$ cat config.mk
export PLATFORM = sky130hd
export DESIGN_NAME = pc_fetch_unit
export DESIGN_NICKNAME = d
export VERILOG_FILES = /design/src/rtl/pc_fetch_unit.sv
export SDC_FILE = /design/constraint.sdc
export NUM_CORES = 1
export LEC_CHECK = 0
export ABC_CLOCK_PERIOD_IN_PS = 4200
export CAP_MARGIN = 20
export CORE_MARGIN = 8
export CORE_UTILIZATION = 45
export DETAILED_ROUTE_END_ITERATION = 7
export GPL_ROUTABILITY_DRIVEN = 1
export GPL_TIMING_DRIVEN = 0
export HOLD_SLACK_MARGIN = 0.02
export PLACE_DENSITY = 0.67
export SYNTH_ARGS = -nofsm -noshare
export SYNTH_HDL_FRONTEND = slang
export SYNTH_SLANG_ARGS = --single-unit
$ cat constraint.sdc
create_clock -name clk -period 4.2 [get_ports clk]
set_input_delay 0.84 -clock clk [delete_from_list [all_inputs] [get_ports clk]]
set_output_delay 0.84 -clock clk [all_outputs]
set_load 0.05 [all_outputs]
$ cat src/rtl/pc_fetch_unit.sv
// Fetch-stage PC register and next-PC selection for the five-stage MIPS pipeline,
// with a return-address stack that only observes jr $31 targets and counts mispredictions.
module pc_fetch_unit #(
  parameter logic [31:0] RESET_PC  = 32'h0000_3000,
  parameter logic [31:0] EXC_PC    = 32'h0000_4180,
  parameter logic [31:0] TEXT_LO   = 32'h0000_3000,
  parameter logic [31:0] TEXT_HI   = 32'h0000_6ffc,
  parameter int          RAS_DEPTH = 8,
  parameter int          CNT_W     = 16,
  localparam int         PTR_W     = $clog2(RAS_DEPTH),
  localparam int         OCC_W     = PTR_W + 1
) (
  input  logic              clk,
  input  logic              rst_n,
  input  logic              stall_f,
  input  logic [31:0]       pc_d,
  input  logic [15:0]       imm16,
  input  logic [25:0]       imm26,
  input  logic              is_b,
  input  logic              b_taken,
  input  logic              is_j,
  input  logic              is_jr,
  input  logic              link,
  input  logic [4:0]        rs_idx,
  input  logic [31:0]       rs_val,
  input  logic              exc_req,
  input  logic              eret_req,
  input  logic [31:0]       epc,
  output logic [31:0]       pc_f,
  output logic [31:0]       pc8_d,
  output logic              adel_f,
  output logic [OCC_W-1:0]  ras_cnt,
  output logic [CNT_W-1:0]  ras_miss_cnt
);

  function automatic logic [CNT_W-1:0] sat_inc(input logic [CNT_W-1:0] v);
    return (&v) ? v : v + 1'b1;
  endfunction

  function automatic logic [31:0] branch_target(input logic [31:0] pc,
                                                input logic [15:0] off);
    logic signed [31:0] boff;
    boff = {{14{off[15]}}, off, 2'b00};
    return pc + 32'd4 + $unsigned(boff);
  endfunction

  logic [31:0]      pc_f_q, pc_f_d;
  logic [31:0]      ras_q [RAS_DEPTH];
  logic [PTR_W-1:0] top_q, top_d;
  logic [OCC_W-1:0] cnt_q, cnt_d;
  logic [CNT_W-1:0] miss_q, miss_d;

  logic             ctl_en;
  logic             jr31;
  logic             do_push, do_pop, do_swap, do_chk;
  logic             ras_empty, ras_full, ras_miss;
  logic             wr_en;
  logic [PTR_W-1:0] wr_idx;
  logic [PTR_W-1:0] top_inc, top_dec;

  assign ctl_en  = !stall_f && !exc_req && !eret_req;
  assign pc8_d   = pc_d + 32'd8;
  assign jr31    = is_jr && (rs_idx == 5'd31);

  // Next-PC selection, highest priority first.
  always_comb begin
    pc_f_d = pc_f_q + 32'd4;
    if (exc_req)              pc_f_d = EXC_PC;
    else if (eret_req)        pc_f_d = epc;
    else if (stall_f)         pc_f_d = pc_f_q;
    else if (is_jr)           pc_f_d = rs_val;
    else if (is_j)            pc_f_d = {pc_d[31:28], imm26, 2'b00};
    else if (is_b && b_taken) pc_f_d = branch_target(pc_d, imm16);
  end

  assign do_push   = ctl_en && link && !jr31;
  assign do_pop    = ctl_en && jr31 && !link;
  assign do_swap   = ctl_en && jr31 && link;
  assign do_chk    = do_pop || do_swap;
  assign ras_empty = (cnt_q == '0);
  assign ras_full  = (cnt_q == OCC_W'(RAS_DEPTH));
  assign ras_miss  = do_chk && (ras_empty || (ras_q[top_q] != rs_val));
  assign top_inc   = top_q + 1'b1;
  assign top_dec   = top_q - 1'b1;

  // A full push wraps onto the oldest slot; jalr $31 on an empty stack behaves as a push.
  always_comb begin
    top_d  = top_q;
    cnt_d  = cnt_q;
    wr_en  = 1'b0;
    wr_idx = top_q;
    miss_d = ras_miss ? sat_inc(miss_q) : miss_q;
    if (exc_req) begin
      cnt_d = '0;
    end else if (do_push) begin
      wr_en  = 1'b1;
      wr_idx = top_inc;
      top_d  = top_inc;
      cnt_d  = ras_full ? cnt_q : cnt_q + 1'b1;
    end else if (do_pop) begin
      if (!ras_empty) begin
        top_d = top_dec;
        cnt_d = cnt_q - 1'b1;
      end
    end else if (do_swap) begin
      wr_en = 1'b1;
      if (ras_empty) begin
        wr_idx = top_inc;
        top_d  = top_inc;
        cnt_d  = OCC_W'(1);
      end
    end
  end

  always_ff @(posedge clk or negedge rst_n) begin
    if (!rst_n) begin
      pc_f_q <= RESET_PC;
      top_q  <= '0;
      cnt_q  <= '0;
      miss_q <= '0;
      for (int i = 0; i < RAS_DEPTH; i++) ras_q[i] <= '0;
    end else begin
      pc_f_q <= pc_f_d;
      top_q  <= top_d;
      cnt_q  <= cnt_d;
      miss_q <= miss_d;
      if (wr_en) ras_q[wr_idx] <= pc8_d;
    end
  end

  assign pc_f         = pc_f_q;
  assign ras_cnt      = cnt_q;
  assign ras_miss_cnt = miss_q;
  assign adel_f       = (pc_f_q[1:0] != 2'b00) || (pc_f_q < TEXT_LO) || (pc_f_q > TEXT_HI);

endmodule

==> impl_results.md, run 1 <==
- Clk pwr share: 0.299
- Sequential share of power: 0.361
- DRT iter0 DRCs: 2115
- Clk buf depth: 3
- Worst-skew pair later-pin latency: 0.56 ns
- Worst setup endpoint: pc8_d[30]
- Buffers on Ports: between 200 and 250
- H-tree levels: 2
- Final setup violation count: 0
- Max Freq: between 0.2 and 0.25 GHz
- Commonest cells after routing, fill and taps aside: 309 x dfrtp_1, 237 x nand2_1, 210 x clkdlybuf4s50_1
- Die ar.: 47200 um^2
- Routed Antenna Nets: 0
- Status: finished clean
- Via count: 17300
- Final wirelength: around 73000 um
- Pwr Density: 480 nW/um^2
- Synth async-reset ratio: 1.00
- Slew margin rel.: 0.144
- Total global routing overflow: 0
- GR Util All Layers: 0.303
- CP Launch Type: input pin
- Least-Margin Pin Slew: 1.27 ns
- Tightest Hold Check Type: in -> async
- Synth unique cells: 69
- Number of flops mapped to enable cells by yosys: 0
- CP max FO: 5
- Place WS: -1.52 ns
- CP Launch Point: pc_d[11]
- Worst Reg-to-Reg Cells: 12
- Layout cells sized above 1: 0.108
- Internal reg-to-reg setup slack: 0.14 ns
- Critical Path AT: 3.30 ns
- P_int: 7.26 mW
- VDD IR-drop max: 0.431 mV
- Sequential-to-total area share from yosys stat: 0.427
- Mapped Area: 18200 um^2
- TritonCTS buffer count: 36
- Largest net degree at the start of global routing: roughly 110
- Required time of the critical path: between 3 and 4 ns
- DRC violations left: 0
- FF+latch count, synth: 311
- Final hold vios: 0
- Initial Util: 0.457
- Clock sinks: 311
- Dpl hpwl: around 54000 um
- Pleak: between 10 and 15 nW
- Total chip power: between 10 and 15 mW
- Placer Congestion: 1.01
- Top-area cell type share of the netlist area: 0.424
- Clock transition at path regs: 0.05 ns
- Storage element area: 7780 um^2
- P_sw: around 3.9 mW
- DR vias/cell: 6.16
- Worst R2R Start: top_q[1]
- Post-route setup slack: 0.0635 ns
- Critical path class: in -> out
- CTS tree: yes
- Post-CTS Hold Buffers: 0
- Worst path cell trace: clkdlybuf4s50_1, nand4_1, nor2b_4, nand2_2, nor2_4, nand2_1, xor2_4, inv_1, clkbuf_4
- DRT Pass-1 Iters: 6
- P&R area growth vs syn: 27.0%
- Via count of the first global-routing pass: 17100
- First-pass GRT wire length: 109000 um
- CP max stage cell: clkdlybuf4s50_1
- Multi-input gate area: 10100 um^2
- Fin Setup TNS: 0 ns
- Comb power frac: 0.340
- Area of the core: 39900 um^2
- Crit end category: output pin
- # rows: 73
- Nets: 2479
- Synth Net Count: 2186
- IO Count: 238
- Die width: between 200 and 250 um
- Most common cell after layout, fill and taps aside: dfrtp_1
- Synth area leader: dfrtp_1
- Util after Layout: 0.580
- Synth Instances: just under 2000
- Final period util: 0.985
- Max incr delay on CP: between 0.7 and 0.8 ns
- Layout fillers: 3491
- Yosys warning count: 0
- Min Clock Period, post-route: 4.14 ns
- Worst r2r dst: ras_miss_cnt[6]
- # Max-Cap Violations: 0
- Initial antenna violation count: 2
- Synth top area cells: dfrtp_1 42%, o21ai_0 5.5%, a21oi_1 5.2%
- CTS Root Cell: clkbuf_16
- Final slew viol count: 0
- Syn avg cell area: a little over 9 um^2
- Die Y: around 220 um
- Clock skew: 0.0213 ns
- Leading register cell type out of synthesis: dfrtp_1
- Routed wire length per instance: 26.0 um
- Sw Ratio: 0.347
metal layers:
| layer | vias to the layer above | part of all wire | wire, um | track usage |
|---|---|---|---|---|
| met2 | 992 | 0.45 | 32700 | 0.473 |
| met1 | 8536 | 0.41 | 30200 | 0.404 |
| met5 | - | 0.00016 | 12 | 0 |
| met4 | 2 | 0.039 | 2890 | 0.116 |
| li1 | 7605 | - | - | - |
| met3 | 174 | 0.10 | 7310 | 0.0731 |
synthesized netlist by cell type (14+ instances only):
master,count
inv_1,69
clkbuf_1,80
and3_1,37
mux4_2,28
nand4_1,24
mux2i_1,83
nand2_1,239
nor2_1,162
xnor2_1,70
nor3_1,17
nand3_1,37
ha_1,65
a221oi_1,15
mux2_2,30
a22oi_1,33
o21ai_0,200
a21oi_1,188
buf_2,22
xor2_1,41
a211oi_1,18
o211ai_1,16
nor4_1,14
dfrtp_1,309
what timing repair did:
action                     4_1_cts  5_1_grt
resized for setup              135       36
setup buffers                   11        7
setup endpoints to repair       41      115
pin swaps                        6       11
area by class of cell:
| class | instances | area share |
|---|---|---|
| repair buffers | 256 | 0.109 |
| well taps | 525 | 0.0284 |
| plain buffers | 124 | 0.0254 |
| inverters | 70 | 0.0113 |
| diodes | 3 | 0.000324 |
| multi-input cells | 1461 | 0.435 |
| clock buffers | 49 | 0.0459 |
| clock inverters | 12 | 0.00767 |
| flip-flops and latches | 311 | 0.336 |
worst max-delay path: cells and delay by family:
| family | cells | cell delay [ns] |
|---|---|---|
| and+or+nand+nor | 5 | 1.11 |
| buffers and inverters | 3 | 1.15 |
| xor gates and xnor gates | 1 | 0.18 |
cell families (layout without fill, tap and decap cells):
logic type / after synthesis / in the layout / synth area share
and+or+nand+nor: 572 / 572 / 0.139
xor gates and xnor gates: 111 / 111 / 0.0533
muxes: 146 / 146 / 0.105
adders and majority gates: 66 / 66 / 0.0457
buffers and inverters: 195 / 511 / 0.0464
DFF: 311 / 311 / 0.427
other: 0 / 3 / 0
AOI/OAI and AO/OA: 566 / 566 / 0.184
state kept, by name (all words and copies together) (netlist names):
name and flops:
ras_q 256, pc_f 32, ras_cnt 4, top_q 3, ras_miss_cnt 16
through the flow:
stage | cell area, um^2 | std cells | hold slack (ns)
after floorplan | 18200 | 1967 | 0.442
after global placement | 21300 | 2728 | 0.455
after detailed placement | 21300 | 2730 | 0.467
after CTS | 23000 | 2802 | 0.397
after global routing | 23100 | 2808 | 0.433
final | 23200 | 2811 | 0.368
power groups by stage:
stage	Clock (mW)	Combinational, mW	Sequential (mW)
after floorplan	0	2.38	4.03
after global placement	0	3.60	4.02
after detailed placement	0	3.68	4.05
after CTS	3.35	3.72	4.00
after global routing	3.48	4.05	4.08
final	3.32	3.78	4.01
how the worst min path moves through the flow:
stage / start / endpoint / slack, ns / depth (start not counted)
5_1_grt: rst_n / pc_f[5] / 0.43 / 1
6_report: rst_n / pc_f[3] / 0.37 / 1
3_3_place_gp: ras_q[83] / ras_q[83] / 0.45 / 2
2_1_floorplan: ras_q[69] / ras_q[69] / 0.44 / 2
4_1_cts: rst_n / pc_f[3] / 0.40 / 1
3_5_place_dp: ras_q[82] / ras_q[82] / 0.47 / 2
(Power assumes the default switching activity.)
==> run 2: changes to the inputs <==
- ABC_CLOCK_PERIOD_IN_PS: 4200 -> 4350
- CELL_PAD_IN_SITES_DETAIL_PLACEMENT: default -> 1
- CELL_PAD_IN_SITES_GLOBAL_PLACEMENT: default -> 2
- CORE_MARGIN: 8 -> default
- CORE_UTILIZATION: 45 -> 35
- PLACE_DENSITY: 0.67 -> default
- PLACE_DENSITY_LB_ADDON: default -> 0.1
- clock period: 4.2 -> 4.35 ns (I/O delays scaled with it)
==> impl_results.md, run 2 (synthesized netlist as in run 1, its figures left out) <==
- Status: finished clean
- Via count of the first global-routing pass: 17700 (+3.5%)
- Area of the core: 51400 um^2 (+29%)
- Final wirelength: 83100 um (+14%)
- Largest register FFs: 256 (unchanged)
- Initial Util: 0.355 (-0.102)
- Routed wire length per instance: 28.0 um (+7.4%)
- # Max-Cap Violations: 0 (unchanged)
- Clk buf depth: 3 (unchanged)
- Hold_ws: 0.134 ns (-0.234 ns)
- CP Launch Type: input pin
- Max Freq: 0.232 GHz
- Placed cells: 2889 (+5.8%)
- Final period util: 0.993
- Worst R2R Start: top_q[1]
- CP max FO: 9 (+4)
- RSZ-0062 raised after global routing: true
- Total chip power: 10.7 mW (-3.6%)
- Post-route setup slack: 0.0318 ns (-0.0317 ns)
- DR vias/cell: 5.75 (-6.7%)
- Dpl hpwl: 62100 um (+15%)
- Internal reg-to-reg setup slack: 0.09 ns (-0.05 ns)
- Total global routing overflow: 0 (unchanged)
- Clock skew: 0.0211 ns (-0.000192 ns)
- P&R area growth vs syn: 27.4%
- Worst setup endpoint: pc8_d[11]
- Clock sinks: 311 (unchanged)
- Nets: 2485 (+0.24%)
- GR Util All Layers: 0.315 (+0.0127)
- Final hold vios: 0 (unchanged)
- Final Non-Filler Cells: 2974 (+5.8%)
- Required time of the critical path: 3.48 ns (+0.12 ns)
- Commonest cells after routing, fill and taps aside: 309 x dfrtp_1, 239 x nand2_1, 208 x clkdlybuf4s50_1
- Die ar.: 53000 um^2 (+12%)
- Die Y: 230 um (+6.0%)
- CTS Root Cell: clkbuf_16
- Slew margin rel.: 0.270 (+0.126)
- DRC violations left: 0 (unchanged)
- Pwr Density: 461 nW/um^2 (-4.0%)
- Final slew viol count: 0 (unchanged)
- TritonCTS buffer count: 38 (+5.6%)
- DRT iter0 DRCs: 1220 (-42%)
- Final setup violation count: 0 (unchanged)
- Worst Reg-to-Reg Cells: 12 (unchanged)
- Placer Congestion: 0.960 (-5.4%)
- Initial antenna violation count: 2 (unchanged)
- Worst-skew pair later-pin latency: 0.56 ns (about the same)
- Routed Antenna Nets: 0 (unchanged)
- Die width: 230 um (+6.0%)
- Place WS: -1.88 ns (-0.369 ns)
- Worst r2r dst: ras_miss_cnt[6]
- CP Launch Point: pc_d[4]
- DRT Pass-1 Iters: 5 (-1)
- Tightest Hold Check Type: in -> async
- Most common cell after layout, fill and taps aside: dfrtp_1
- Largest net degree at the start of global routing: 122 (+8.0%)
- Via count: 17100 (-1.3%)
- H-tree levels: 2 (unchanged)
- Critical Path AT: 3.45 ns (+0.15 ns)
- Min Clock Period, post-route: 4.32 ns
- CTS tree: yes
- IO Count: 238 (unchanged)
- Clock transition at path regs: 0.06 ns (about the same)
- Pleak: 10.1 nW (-0.41%)
- Buffers on Ports: 236 (unchanged)
- Critical path class: in -> out
- First-pass GRT wire length: 122000 um (+12%)
- Layout cells sized above 1: 0.103 (-0.00435)
- Most flop-heavy register: ras_q
- VDD IR-drop max: 0.272 mV (-37%)
- Least-Margin Pin Slew: 1.09 ns (-0.188 ns)
- # rows: 83 (+14%)
- Crit end category: output pin
run 2: cell types whose count changed in the layout (fill, tap and decap cells not counted), moves of 3 or more:
cell             change
buf_2                -5
bufinv_16            -4
clkbuf_1             +8
clkbuf_2             +4
clkbuf_4             -3
clkdlybuf4s15_2      +6
dlygate4sd2_1        +3
nand3_2              -3
xnor2_1              +3
xnor2_4              -3
xor2_4               -3
run 2: cell type report:
| type | count | area [um^2] |
|---|---|---|
| diodes | 2 | 5.00 |
| inverters | 70 | 267 |
| plain buffers | 125 | 593 |
| clock inverters | 8 | 50.0 |
| fillers | 5915 | 28200 |
| multi-input cells | 1461 | 9970 |
| flip-flops and latches | 311 | 7780 |
| repair buffers | 259 | 2580 |
| clock buffers | 58 | 1130 |
| well taps | 680 | 851 |
run 2: how the worst min path moves through the flow:
stage / to / slack (ns) / cells past startpoint
global placement: ras_q[18] / 0.46 / 2
global route: pc_f[15] / 0.13 / 1
CTS: pc_f[15] / 0.12 / 1
finish: pc_f[15] / 0.13 / 1
floorplan: ras_q[69] / 0.44 / 2
detailed placement: ras_q[6] / 0.47 / 2
run 2: timing repair:
| item | in CTS | in global routing |
|---|---|---|
| pin swaps | 5 | 4 |
| endpoints found under the setup margin | 57 | 121 |
| hold buffers | 0 | 0 |
| gates resized for setup | 89 | 39 |
| buffers inserted | 13 | 3 |
| cloned | 0 | 0 |
run 2: metal layers:
layer	GRT usage	vias to the layer above	part of all wire	wire [um]
met5	0	-	0	0
met4	0.115	0	0.037	3060
met3	0.0407	131	0.053	4410
met2	0.503	508	0.46	38100
met1	0.437	8840	0.45	37500
li1	-	7607	-	-
run 2: worst max-delay path: stages:
cell,delay [ns]
clkdlybuf4s15_2,0.27
ha_1,0.22
nand3_1,0.17
nor2_4,0.21
nand3_1,0.12
xor2_1,0.56
inv_1,0.26
clkdlybuf4s50_1,0.77
run 2: where the power goes:
| part | leakage [nW] | switching, mW | internal (mW) |
|---|---|---|---|
| combinational | 5.45 | 2.19 | 1.55 |
| sequential | 4.10 | 0.367 | 3.51 |
| clock | 0.580 | 1.30 | 1.78 |
| total | 10.1 | 3.86 | 6.85 |
run 2: stage by stage:
stage / setup TNS [ns] / cell area [um^2] / util
2_1_floorplan: 0 / 18200 / -
3_3_place_gp: -3733.86 / 21500 / 0.417
3_5_place_dp: -118.47 / 21600 / 0.420
4_1_cts: 0 / 23200 / 0.450
5_1_grt: -0.0693 / 23200 / 0.452
6_report: 0 / 23200 / 0.452
